==> src/rtl/sgmii_pkg.sv <==
// Shared constants for the SGMII link manager: PCS register map, field positions,
// sequencer state encoding, fault codes and speed codes.
package sgmii_pkg;

    localparam logic [7:0] ADDR_CTRL   = 8'h00;
    localparam logic [7:0] ADDR_ADV    = 8'h04;
    localparam logic [7:0] ADDR_LP     = 8'h05;
    localparam logic [7:0] ADDR_LTIMER = 8'h12;

    localparam int CTRL_MII_RESET  = 15;
    localparam int CTRL_AN_ENABLE  = 12;
    localparam int CTRL_POWER_DOWN = 11;
    localparam int CTRL_RESTART_AN = 9;

    // AN enable + restart, with reset and power-down explicitly held low
    localparam logic [31:0] CTRL_AN_RESTART =
        ((32'd1 << CTRL_AN_ENABLE) | (32'd1 << CTRL_RESTART_AN)) &
        ~((32'd1 << CTRL_MII_RESET) | (32'd1 << CTRL_POWER_DOWN));

    localparam int LP_LINK      = 15;
    localparam int LP_DUPLEX    = 12;
    localparam int LP_SPEED_LSB = 10;

    localparam logic [3:0] ST_IDLE     = 4'd0;
    localparam logic [3:0] ST_WR_TIMER = 4'd1;
    localparam logic [3:0] ST_WR_ADV   = 4'd2;
    localparam logic [3:0] ST_WR_CTRL  = 4'd3;
    localparam logic [3:0] ST_WAIT_AN  = 4'd4;
    localparam logic [3:0] ST_RD_LP    = 4'd5;
    localparam logic [3:0] ST_UP       = 4'd6;
    localparam logic [3:0] ST_FAULT    = 4'd7;

    typedef enum logic [1:0] {
        FAULT_NONE    = 2'b00,
        FAULT_ACK     = 2'b01,
        FAULT_RETRY   = 2'b10,
        FAULT_LP_LINK = 2'b11
    } fault_e;

    localparam logic [1:0] SPEED_10   = 2'b00;
    localparam logic [1:0] SPEED_100  = 2'b01;
    localparam logic [1:0] SPEED_1000 = 2'b10;

    // The reserved speed code 2'b11 is reported as gigabit
    function automatic logic [1:0] decodeSpeed(input logic [1:0] field);
        return (field == 2'b11) ? SPEED_1000 : field;
    endfunction

endpackage

==> src/rtl/sgmii_wb_master.sv <==
// Single-transaction Wishbone master: one request, held until ack or ack timeout.
module sgmii_wb_master #(
    parameter logic [7:0] ACK_TIMEOUT = 8'd16
) (
    input  logic        clkSys,
    input  logic        rstN,
    input  logic        abort,
    input  logic        req,
    input  logic        we,
    input  logic [7:0]  addr,
    input  logic [31:0] wdata,
    output logic        done,
    output logic [31:0] rdata,
    output logic        timeout,
    output logic        cyc,
    output logic        stb,
    output logic        wen,
    output logic [7:0]  busAddr,
    output logic [31:0] busWrData,
    input  logic [31:0] busRdData,
    input  logic        ack
);

    logic        active;
    logic        weQ;
    logic [7:0]  addrQ;
    logic [31:0] dataQ;
    logic [7:0]  ackCnt;

    always_ff @(posedge clkSys or negedge rstN) begin
        if (!rstN) begin
            active <= 1'b0;
            weQ    <= 1'b0;
            addrQ  <= '0;
            dataQ  <= '0;
            ackCnt <= '0;
        end else if (abort) begin
            active <= 1'b0;
        end else if (active) begin
            if (ack || ackCnt == 8'd0)
                active <= 1'b0;
            else
                ackCnt <= ackCnt - 8'd1;
        end else if (req) begin
            active <= 1'b1;
            weQ    <= we;
            addrQ  <= addr;
            dataQ  <= wdata;
            ackCnt <= ACK_TIMEOUT - 8'd1;
        end
    end

    // Gating by active lets an async reset clear the bus without waiting for a clock
    assign cyc       = active;
    assign stb       = active;
    assign wen       = active & weQ;
    assign busAddr   = active ? addrQ : '0;
    assign busWrData = active ? dataQ : '0;

    assign done    = active & ack;
    assign timeout = active & ~ack & (ackCnt == 8'd0);
    assign rdata   = busRdData;

endmodule

==> src/rtl/sgmii_link_manager.sv <==
// SGMII bring-up sequencer: programs the PCS, runs auto-negotiation, decodes the
// partner ability word and supervises the link with retry and fault reporting.
//
// state     | meaning
// IDLE      | waiting for i_Enable
// WR_*      | programming link timer, advertised ability, control (AN restart)
// WAIT_AN   | AN restarted, timing completion
// RD_LP     | reading partner ability word
// UP        | link supervised, loss debounce running
// FAULT     | sticky until i_Enable drops
module sgmii_link_manager
    import sgmii_pkg::*;
#(
    parameter logic [20:0] LINK_TIMER    = 21'd200000,
    parameter logic [23:0] AN_TIMEOUT    = 24'd1250000,
    parameter logic [7:0]  ACK_TIMEOUT   = 8'd16,
    parameter logic [7:0]  LOSS_DEBOUNCE = 8'd8,
    parameter int          MAX_RETRY     = 3,
    parameter logic [15:0] ADV_ABILITY   = 16'h0001
) (
    input  logic        i_Clk,
    input  logic        i_ARst_L,
    input  logic        i_Enable,
    input  logic        i_Linkup,
    input  logic        i_ANDone,
    output logic        o_Cyc,
    output logic        o_Stb,
    output logic        o_WEn,
    output logic [7:0]  o8_Addr,
    output logic [31:0] o32_WrData,
    input  logic [31:0] i32_RdData,
    input  logic        i_Ack,
    output logic        o_LinkReady,
    output logic [1:0]  o2_Speed,
    output logic        o_Duplex,
    output logic        o_Fault,
    output logic [1:0]  o2_FaultCode,
    output logic [3:0]  o4_State
);

    localparam logic [3:0] MAX_RETRY_C = 4'(MAX_RETRY);

    logic [3:0]  state;
    logic        reqSent;
    logic        busStart, busWe, busDone, busTimeout;
    logic [7:0]  busAddr;
    logic [31:0] busWrData, busRdData;
    logic [23:0] anCnt;
    logic [7:0]  lossCnt;
    logic [3:0]  retryCnt, retryNext;
    logic        attemptFailed;
    fault_e      failCode, faultCode;
    logic        linkReady, duplex, fault;
    logic [1:0]  speed;
    logic        unusedRdBits;

    always_comb begin
        busWe     = 1'b1;
        busAddr   = ADDR_LTIMER;
        busWrData = '0;
        case (state)
            ST_WR_TIMER: busWrData = {11'd0, LINK_TIMER};
            ST_WR_ADV: begin
                busAddr   = ADDR_ADV;
                busWrData = {16'd0, ADV_ABILITY};
            end
            ST_WR_CTRL: begin
                busAddr   = ADDR_CTRL;
                busWrData = CTRL_AN_RESTART;
            end
            ST_RD_LP: begin
                busWe   = 1'b0;
                busAddr = ADDR_LP;
            end
            default: ;
        endcase
    end

    assign busStart  = i_Enable && !reqSent &&
                       (state inside {ST_WR_TIMER, ST_WR_ADV, ST_WR_CTRL, ST_RD_LP});
    assign retryNext = retryCnt + 4'd1;

    // AN timeout and a partner word without the link bit share one retry budget
    always_comb begin
        failCode      = FAULT_RETRY;
        attemptFailed = 1'b0;
        if (state == ST_WAIT_AN)
            attemptFailed = !(i_ANDone && i_Linkup) && (anCnt == 24'd1);
        else if (state == ST_RD_LP) begin
            failCode      = FAULT_LP_LINK;
            attemptFailed = busDone && !busRdData[LP_LINK];
        end
    end

    always_ff @(posedge i_Clk or negedge i_ARst_L) begin
        if (!i_ARst_L) begin
            state     <= ST_IDLE;
            reqSent   <= 1'b0;
            anCnt     <= '0;
            lossCnt   <= '0;
            retryCnt  <= '0;
            linkReady <= 1'b0;
            speed     <= SPEED_1000;
            duplex    <= 1'b1;
            fault     <= 1'b0;
            faultCode <= FAULT_NONE;
        end else if (!i_Enable) begin
            state     <= ST_IDLE;
            reqSent   <= 1'b0;
            anCnt     <= '0;
            lossCnt   <= '0;
            retryCnt  <= '0;
            linkReady <= 1'b0;
            fault     <= 1'b0;
            faultCode <= FAULT_NONE;
        end else begin
            if (busStart)
                reqSent <= 1'b1;
            if (busDone || busTimeout)
                reqSent <= 1'b0;
            case (state)
                ST_IDLE: begin
                    state    <= ST_WR_TIMER;
                    retryCnt <= '0;
                end
                ST_WR_TIMER: if (busDone) state <= ST_WR_ADV;
                ST_WR_ADV:   if (busDone) state <= ST_WR_CTRL;
                ST_WR_CTRL: if (busDone) begin
                    state <= ST_WAIT_AN;
                    anCnt <= AN_TIMEOUT;
                end
                ST_WAIT_AN: begin
                    if (i_ANDone && i_Linkup)
                        state <= ST_RD_LP;
                    else
                        anCnt <= anCnt - 24'd1;
                end
                ST_RD_LP: if (busDone && busRdData[LP_LINK]) begin
                    speed     <= decodeSpeed(busRdData[LP_SPEED_LSB +: 2]);
                    duplex    <= busRdData[LP_DUPLEX];
                    linkReady <= 1'b1;
                    retryCnt  <= '0;
                    lossCnt   <= LOSS_DEBOUNCE;
                    state     <= ST_UP;
                end
                ST_UP: begin
                    if (i_Linkup)
                        lossCnt <= LOSS_DEBOUNCE;
                    else if (lossCnt == 8'd1) begin
                        linkReady <= 1'b0;
                        state     <= ST_WR_CTRL;
                    end else
                        lossCnt <= lossCnt - 8'd1;
                end
                default: ;
            endcase
            if (busTimeout) begin
                state     <= ST_FAULT;
                fault     <= 1'b1;
                faultCode <= FAULT_ACK;
            end
            if (attemptFailed) begin
                retryCnt <= retryNext;
                if (retryNext < MAX_RETRY_C)
                    state <= ST_WR_CTRL;
                else begin
                    state     <= ST_FAULT;
                    fault     <= 1'b1;
                    faultCode <= failCode;
                end
            end
        end
    end

    sgmii_wb_master #(
        .ACK_TIMEOUT (ACK_TIMEOUT)
    ) u_wbMaster (
        .clkSys    (i_Clk),
        .rstN      (i_ARst_L),
        .abort     (!i_Enable),
        .req       (busStart),
        .we        (busWe),
        .addr      (busAddr),
        .wdata     (busWrData),
        .done      (busDone),
        .rdata     (busRdData),
        .timeout   (busTimeout),
        .cyc       (o_Cyc),
        .stb       (o_Stb),
        .wen       (o_WEn),
        .busAddr   (o8_Addr),
        .busWrData (o32_WrData),
        .busRdData (i32_RdData),
        .ack       (i_Ack)
    );

    assign unusedRdBits = ^{busRdData[31:16], busRdData[14:13], busRdData[9:0]};

    assign o_LinkReady  = linkReady;
    assign o2_Speed     = speed;
    assign o_Duplex     = duplex;
    assign o_Fault      = fault;
    assign o2_FaultCode = faultCode;
    assign o4_State     = state;

endmodule

==> config.mk <==
export PLATFORM = sky130hd
export DESIGN_NAME = sgmii_link_manager
export DESIGN_NICKNAME = d
export VERILOG_FILES = /design/src/rtl/sgmii_pkg.sv /design/src/rtl/sgmii_wb_master.sv /design/src/rtl/sgmii_link_manager.sv
export SDC_FILE = /design/constraint.sdc
export NUM_CORES = 1
export LEC_CHECK = 0
export ABC_AREA = 1
export CAP_MARGIN = 20
export CORE_UTILIZATION = 55
export CTS_CLUSTER_SIZE = 14
export DETAILED_ROUTE_END_ITERATION = 8
export HOLD_SLACK_MARGIN = 0.06
export PLACE_DENSITY = 0.9
export SLEW_MARGIN = 0
export SYNTH_ARGS = -nofsm -noshare
export SYNTH_HDL_FRONTEND = slang
export SYNTH_SLANG_ARGS = --single-unit
export TNS_END_PERCENT = 20
==> constraint.sdc <==
create_clock -name i_Clk -period 5.09 [get_ports i_Clk]
set_input_delay 1.018 -clock i_Clk [delete_from_list [all_inputs] [get_ports i_Clk]]
set_output_delay 1.018 -clock i_Clk [all_outputs]
set_load 0.03 [all_outputs]
==> flow_summary.yaml <==
power_and_ir_drop:
  cellPowerDensity_nw_per_um2: 477
  leakage_nw: 2.22
  peakVddDrop_mv: 0.216
  fin_total_pwr_w: 0.00213
worst_setup_path:
  cp_cell_sequence: "nand2_1 -> inv_1 -> clkdlybuf4s50_1"
  endpoint: "o32_WrData[10]"
  reg2reg_depth: 11
  r2r-start: "o4_State[1]"
  endpoint_kind: "output pin"
  worstSetupPathType: "reg2out"
  timing.rr.end: "anCnt[2]"
  crit_start: "u_wbMaster.cyc"
  arrival_ps: 2040
  cp_max_fo: 14
  worstSetupStartpointType: "flop"
  slowest_stage: "clkdlybuf4s50_1"
  required_ps: 4070
  ff2ff_setup_slack_ps: 2950
  slowest_delay_ps: 720
yosys:
  synth_area_leaders: "dfrtp_1 (38%), nand2_1 (10%), buf_4 (6.8%)"
  ys_seq_area_frac: 0.397
  synth_xor_area_frac: 0.0264
  muxShareOfSynthArea: 0
  yosysUniqueCellTypes: 38
  syn_inst: 525
  synth.most_common_cell: "nand2_1"
  ys_seq_elements: 63
  yosysTopAreaCellShare: 0.384
  synth_top_cell_by_area: "dfrtp_1"
  synth_async_sr_flop_share: 1.00
  yosysWarnings: 0
  synth_edf_count: 0
  syn_area_sq_um: 3980
  synth_compound_area_frac: 0.120
  yosys_most_used_dff: "dfrtp_1"
  yosys.area_share.simple: 0.270
  synthTopCellsByCount: "nand2_1 (107), inv_1 (66), nor2_1 (66), dfrtp_1 (61), o21ai_0 (40)"
  synth.avg_cell_area_sq_um: 7.58
  synthAdderAreaFrac: 0.0377
  synth_top_family_by_area: "simple AND/OR/NAND/NOR gates"
grt:
  grt_pass1_vias: 3279
  grtUsageMet1: 0.312
  grt_max_degree: 64
  grt_use_met2: 0.408
  grtUsageMet3: 0.0607
  grtUsageTotal: 0.245
  grt_overflow_total: 0
  antenna_found_initial: 0
  grt_busiest_layer: "met2"
  grt_pass1_wl_um: 14500
clock_tree:
  clockBufferDepth: 2
  clkSinkCount: 63
  htree_levels: 3
  hold_buffers: 0
  clk_latency_ps: 350
  post_cts_buffers: 0
  post_cts_resized: 0
  clk_pin_slew_ps: 70
  cts_buffers: 9
  clock-root-buffer: "clkbuf_8"
  cts_tree: "built"
placed_design:
  dp_hpwl_um: 6090
  place.gp.congestion: 0.863
  io_buffers: 35
  placed_cells: 643
  placed_area_sq_um: 4240
  dp_slack_ps: 1950
finish:
  postLayoutCellArea_sq_um: 4470
  synthToLayoutAreaGrowth_pct: 12.4
  post_layout_nonfiller_instances: 659
  fillCellCount: 573
  layout.area.seq_sq_um: 1580
  layout-drive-gt1-share: 0.0710
  nets: 608
  multiInputGateArea_sq_um: 1910
  n_antenna_cell: 0
die:
  dieArea_sq_um: 7580
  row_count: 30
  start_util: 0.576
  io_pins: 92
  core_area_sq_um: 6910
  fp.dieH_um: 87.0
  die_w_um: 87.0
detailed_routing:
  avgViaCountPerCell: 5.27
  drt-pass1-iter-count: 6
  drt_iter0_markers: 305
  wl_per_cell_um: 12.8
  wirelength_um: 8460
  num_vias: 3474
  ant_nets: 0
  drc_errors: 0
timing:
  drv_slew: 0
  fin_crit_sh: 0.600
  worst_pin_slew_ps: 788
  slew_headroom: 0.474
  clock_skew_ps: 9.34
  rsz0062_at_grt: "no"
  finalSetupTns_ps: 0
  fmax_mhz: 327
  post-route-min-period_ps: 3060
  worst_slack_ps: 2030
  hold_violations: 0
  setup_viol: 0
outcome:
  status: "finished clean"
job:
  drv_cap: 0
worst_hold_path:
  hold_path.class: "reg2reg"
==> stage by stage <==
stage | util | hold slack, ps
after floorplan | - | 442
after global placement | 0.614 | 453
after detailed placement | 0.614 | 466
after CTS | 0.647 | 476
after global routing | 0.647 | 522
final | 0.647 | 470
==> cells by family after synthesis <==
group / Yosys count
other cells: 1
fa+ha+maj: 12
buf+inv: 112
xor+xnor: 12
flops: 63
simple gates: 242
compound gates: 83
==> power by group <==
| part | internal, W | leakage, nW | total [W] | switching, W |
|---|---|---|---|---|
| sequential | 0.000617 | 0.818 | 0.000736 | 0.000119 |
| clock | 0.000301 | 0.112 | 0.000500 | 0.000198 |
| combinational | 0.000295 | 1.29 | 0.000895 | 0.000600 |
| total | 0.00121 | 2.22 | 0.00213 | 0.000917 |
==> cell type report <==
cell class                 count  area share
clock buffer                  11      0.0339
clock inverter                 5      0.0179
inverter                      71      0.0618
multi-input combinational    377       0.428
sequential                    63       0.353
tap                           96      0.0269
timing repair buffer          36      0.0789
==> routing by layer <==
metal / share of wire / up-vias
met5: 0 / -
met4: 0.014 / 0
met3: 0.056 / 17
met2: 0.49 / 125
met1: 0.44 / 1635
li1: - / 1697
==> cells in the final DEF, fill, tap and decap left out, types with 2 or more instances in the layout <==
cell type	instances
nand3_1	31
o22ai_1	9
inv_2	3
clkdlybuf4s50_1	34
dfrtp_1	61
dfstp_2	2
a21oi_1	17
nand4_1	7
o21a_1	3
bufinv_16	2
nand2_1	107
conb_1	28
nor2_2	3
o21ai_0	40
ha_1	12
xnor2_1	2
nor2_4	3
xor2_1	10
nand2_2	2
nor2_1	66
o31ai_1	4
o21ai_1	4
inv_1	66
clkinvlp_4	2
nand3b_1	4
nor3b_1	2
clkbuf_8	11
nor3_1	11
nand2_4	4
==> worst max-delay path, delay by kind of cell (launching register included) <==
| kind | cells | cell delay, ps |
|---|---|---|
| buffers and inverters | 2 | 900 |
| and+or+nand+nor | 1 | 120 |
| DFF | 1 | 670 |
==> worst min-delay path by stage <==
| stage | start | end | cells past startpoint |
|---|---|---|---|
| 2_1_floorplan | u_wbMaster.weQ | u_wbMaster.weQ | 2 |
| 3_3_place_gp | o_Duplex | o_Duplex | 2 |
| 3_5_place_dp | o_Duplex | o_Duplex | 2 |
| 4_1_cts | o_Duplex | o_Duplex | 2 |
| 5_1_grt | u_wbMaster.weQ | u_wbMaster.weQ | 2 |
| 6_report | o_Duplex | o_Duplex | 2 |
==> registers in the layout, summed over array words and instances (netlist names) <==
register / count
o2_FaultCode: 2
u_wbMaster.dataQ: 3
lossCnt: 8
o4_State: 3
reqSent: 1
anCnt: 24
u_wbMaster.addrQ: 3
retryCnt: 4
o2_Speed: 2
u_wbMaster.cyc: 1
o_Duplex: 1
u_wbMaster.ackCnt: 8
o_Fault: 1
o_LinkReady: 1
u_wbMaster.weQ: 1
Power figures use the tool's default switching activity.
==> RTL edit 1 (config.mk and constraints unchanged) <==
Make the reset (`i_ARst_L` and `rstN`) synchronous in 2 clocked blocks. Comments in the files are not updated.
--- a/src/rtl/sgmii_wb_master.sv
+++ b/src/rtl/sgmii_wb_master.sv
@@ -28,5 +28,5 @@
     logic [7:0]  ackCnt;
 
-    always_ff @(posedge clkSys or negedge rstN) begin
+    always_ff @(posedge clkSys) begin
         if (!rstN) begin
             active <= 1'b0;
--- a/src/rtl/sgmii_link_manager.sv
+++ b/src/rtl/sgmii_link_manager.sv
@@ -93,5 +93,5 @@
     end
 
-    always_ff @(posedge i_Clk or negedge i_ARst_L) begin
+    always_ff @(posedge i_Clk) begin
         if (!i_ARst_L) begin
             state     <= ST_IDLE;
Behaviour: differs if i_ARst_L is asserted again (counterexample within 4 cycles, from zero or initial values and one cycle with i_ARst_L low); with i_ARst_L held inactive, the same outputs for 10 cycles.
==> RTL edit 1 against the original RTL <==
Area after synthesis down 4.5%. Critical path depth is the same. Final area shrank 4.9%. Wire length decreased by 4.7%. Sequential cell count unchanged. Critical path type unchanged. Global-route usage is 0.77 points lower. Synthesized cell count increased by 4.2%. Via count is 0.63% lower. Setup slack gained 0.050 ns.
Power is not compared: it rests on default switching activity, and its combinational part moved more than twofold at a synthesized area within 25%.
==> RTL edit 1: results (changes against the original RTL) <==
Clock network
  • CTS H-Tree Depth: 3 (unchanged)
  • PostCTS Resize Cnt: 0 (unchanged)

Hold path
  • Hold Crit Depth: 1 (was 2)
  • Worst Hold Path EP: lossCnt[7]$_SDFFE_PN0P_ (was o_Duplex$_DFFE_PN1P_)
  • Worst hold start: lossCnt[7]$_SDFFE_PN0P_ (was o_Duplex$_DFFE_PN1P_)

Timing
  • Clock Skew: 0.00849 ns (was 0.00934 ns)
  • Tightest Pin Transition: 0.681 ns (was 0.788 ns)

Global route
  • Vias in the first global route: 3,125 (was 3,279)
  • Largest net degree at the start of global routing: 16 (was 64)
  • First-pass GRT wire length: 13,500 um (was 14,500 um)
  • Tot GR Track Use: 23.7% (was 24.5%)

Logic synthesis
  • Synth async-reset ratio: 0% (was 100%)
  • Yosys Warn Count: 0 (unchanged)
  • Dominant synthesized flop cell: dfxtp_1 (was dfrtp_1)
  • Post-synthesis sequential area ratio: 33.2% (was 39.7%)
  • Commonest cells in the netlist: nand2_1, nor2_1, inv_1 (was nand2_1, inv_1, nor2_1)
  • Area contributors post-synth: dfxtp_1, nand2_1, nor2_1 (was dfrtp_1, nand2_1, buf_4)
  • Netlist cell types: 44 (was 38)

Cells and area
  • Nets: 625 (was 608)
  • Share of layout cells above drive strength 1: 12.3% (was 7.10%)

Place
  • Hpwl dp: 5890 um (was 6090 um)
  • Placer Congestion: 0.861 (was 0.863)

Flow run
  • Max Cap Viol: 0 (unchanged)

Critical path
  • FF-to-FF path depth: 7 (was 11)
  • CP arrival: 1.99 ns (was 2.04 ns)
  • Worst R2R End: o4_State[0]$_SDFFE_PN0P_ (was anCnt[2]$_DFFE_PN0P_)
  • RR Startpoint: u_wbMaster.cyc$_SDFF_PN0_ (was o4_State[1]$_DFFE_PN0P_)
  • R2r setup slk: 3.08 ns (was 2.95 ns)

Route
  • Initial detailed-routing violation count: 173 (was 305)
  • 1st-pass router iterations: 5 (was 6)
  • Post-DR wirelength/cell: 12.2 um (was 12.8 um)
  • DR vias/cell: 5.22 (was 5.27)

Run status
  • Outcome: completed (unchanged)
## RTL edit 1: how the worst max path moves through the flow
stage | to | slack (ns)
finish | o32_WrData[17] | 2.08
global route | anCnt[15]$_SDFFE_PN0P_ | 1.93
CTS | o32_WrData[17] | 2.09
detailed placement | anCnt[15]$_SDFFE_PN0P_ | 1.74
global placement | anCnt[15]$_SDFFE_PN0P_ | 1.78
floorplan | o32_WrData[10] | 2.65
## RTL edit 1: routing by layer
layer	track usage (%)	share of wire [%]
met3	6.03	6.7
met1	26.9	41
met5	0	0
met2	40.9	50
met4	12.6	2.2
## RTL edit 1: final cells by class
cell class | count | area (um2)
flip-flops and latches | 63 | 1260
inverters | 78 | 299
fillers | 565 | 2240
multi-input cells | 392 | 2040
clock buffers | 9 | 124
well taps | 77 | 96.3
repair buffers | 35 | 350
clock inverters | 7 | 80.1
## RTL edit 1: kinds of logic after synthesis
family / Yosys count / synth area share (%)
other cells: 1 / 0.0988
fa+ha+maj: 8 / 2.64
compound gates: 85 / 13.4
simple gates: 265 / 33.5
flops: 63 / 33.2
buf+inv: 119 / 15.7
xor+xnor: 6 / 1.38
## RTL edit 1: per-stage QoR
step / area [um2] / worst slack [ns] / cells / hold slack (ns) / utilization, %
2_1_floorplan: 3900 / 2.65 / 574 / 0.427 / -
3_3_place_gp: 4050 / 1.78 / 645 / 0.441 / 62.3
3_5_place_dp: 4050 / 1.74 / 645 / 0.453 / 62.3
4_1_cts: 4250 / 2.09 / 661 / 0.465 / 65.5
5_1_grt: 4250 / 1.93 / 661 / 0.482 / 65.5
6_report: 4250 / 2.08 / 661 / 0.464 / 65.5
## RTL edit 1: where the power goes
group	switching [mW]	leakage, nW	internal [mW]
registers	0.0369	0.509	0.527
logic	0.305	1.30	0.142
clock network	0.222	0.0964	0.231
==> RTL edit 2 (same flow settings) <==
Made on the original files. `AN_TIMEOUT`: 24'd1250000 -> 24'd625000.
--- a/src/rtl/sgmii_link_manager.sv
+++ b/src/rtl/sgmii_link_manager.sv
@@ -13,5 +13,5 @@
 #(
     parameter logic [20:0] LINK_TIMER    = 21'd200000,
-    parameter logic [23:0] AN_TIMEOUT    = 24'd1250000,
+    parameter logic [23:0] AN_TIMEOUT    = 24'd625000,
     parameter logic [7:0]  ACK_TIMEOUT   = 8'd16,
     parameter logic [7:0]  LOSS_DEBOUNCE = 8'd8,
Function: no difference found for any inputs over 10 cycles, from zero or initial values and one cycle with i_ARst_L low; that may be too few to reach the edited logic, so the function may still have changed.
==> RTL edit 2 against the original RTL <==
Final area grew 0.25%. Worst hold slack better by 0.0083 ns. Total power fell by 1.2%. Largest cell class unchanged. Sequential cell count did not move. Critical path depth is the same. Utilization shrank 0.19 points. Largest power group unchanged. Setup slack improved by 0.0040 ns. Final cell count is 1.4% higher. Sequential power decreased by 1%. Critical path type unchanged. Area after synthesis up 1.4%. Via count is 1.8% higher. Wire length increased by 7.1%.
==> RTL edit 2: results (changes against the original RTL) <==
Timing
  • Tightest Pin Transition: 0.809 ns (was 0.788 ns)
  • Clock Skew: 0.00648 ns (was 0.00934 ns)
  • WHS: 0.479 ns (was 0.470 ns)

Place
  • Placer Congestion: 0.922 (was 0.863)
  • Place WS: 1.74 ns (was 1.95 ns)
  • Post-DP Area: 0.00429 mm2 (was 0.00424 mm2)
  • Post-Place Cells: 652 (was 643)

Route
  • WL final: 9060 um (was 8460 um)
  • WL met1: 3730 um (was 3690 um)
  • 1st-pass router iterations: 4 (was 6)
  • Initial detailed-routing violation count: 273 (was 305)
  • WL met3: 587 um (was 475 um)
  • DR vias/cell: 5.29 (was 5.27)

Pwr
  • Net Switching: 0.955 mW (was 0.917 mW)
  • P_leak: 2.23 nW (was 2.22 nW)
  • Worst VDD drop: 0.244 mV (was 0.216 mV)

Cells and area
  • Seq/total area: 35.2% (was 35.3%)
  • Share of layout cells above drive strength 1: 8.39% (was 7.10%)
  • Fraction of area in multi-input gates: 43.3% (was 42.8%)
  • Count of clock buffers in the final design: 10 (was 11)
  • Layout clock area frac: 4.41% (was 5.18%)
  • Fill cell count: 561 (was 573)
  • Invs w/o clock: 76 (was 71)
  • Non-clock buffer share: 7.87% (was 7.89%)
  • Count of multi-input gates: 381 (was 377)

Run status
  • Outcome: completed (unchanged)

Hold path
  • Worst hold start: u_wbMaster.weQ$_DFFE_PN0P_ (was o_Duplex$_DFFE_PN1P_)
  • Worst Hold Path EP: u_wbMaster.weQ$_DFFE_PN0P_ (was o_Duplex$_DFFE_PN1P_)

Logic synthesis
  • Commonest cells in the netlist: nand2_1, inv_1, dfrtp_1, nor2_1, o21ai_0 (was nand2_1, inv_1, nor2_1)
  • Area contributors post-synth: dfrtp_1, nand2_1, buf_4 (unchanged)
  • Post-synthesis sequential area ratio: 39.2% (was 39.7%)

Critical path
  • Worst R2R End: anCnt[17]$_DFFE_PN0P_ (was anCnt[2]$_DFFE_PN0P_)
  • FF-to-FF path depth: 14 (was 11)
  • R2r setup slk: 2.87 ns (was 2.95 ns)

Global route
  • Tot GR Track Use: 25.4% (was 24.5%)
  • Met1 track demand over resource: 31.0% (was 31.2%)
  • First-pass GRT wire length: 15,000 um (was 14,500 um)

Floorplan
  • Die W: 87.6 um (was 87.0 um)
[RTL edit 2: critical path, stage by stage, from the launching register on]
cell,delay (ns)
dfrtp_1,0.68
nand2_1,0.10
inv_1,0.17
clkdlybuf4s50_1,0.73
[RTL edit 2: cells by family after synthesis]
| kind of cell | Yosys count | share of synthesized area, % |
|---|---|---|
| AND/OR/NAND/NOR | 244 | 26.8 |
| buffers and inverters | 119 | 15.2 |
| AO/OA/AOI/OAI | 84 | 12.2 |
| flip-flops | 63 | 39.2 |
| adder cells (fa/ha/maj) | 12 | 3.72 |
| other | 1 | 0.0930 |
| XOR/XNOR | 13 | 2.82 |
[RTL edit 2: power groups by stage]
stage	combinational, mW	clock, mW	sequential (mW)
2_1_floorplan	0.704	0	0.725
3_3_place_gp	0.871	0	0.728
3_5_place_dp	0.910	0	0.733
4_1_cts	0.921	0.446	0.724
5_1_grt	1.03	0.472	0.743
6_report	0.930	0.448	0.728
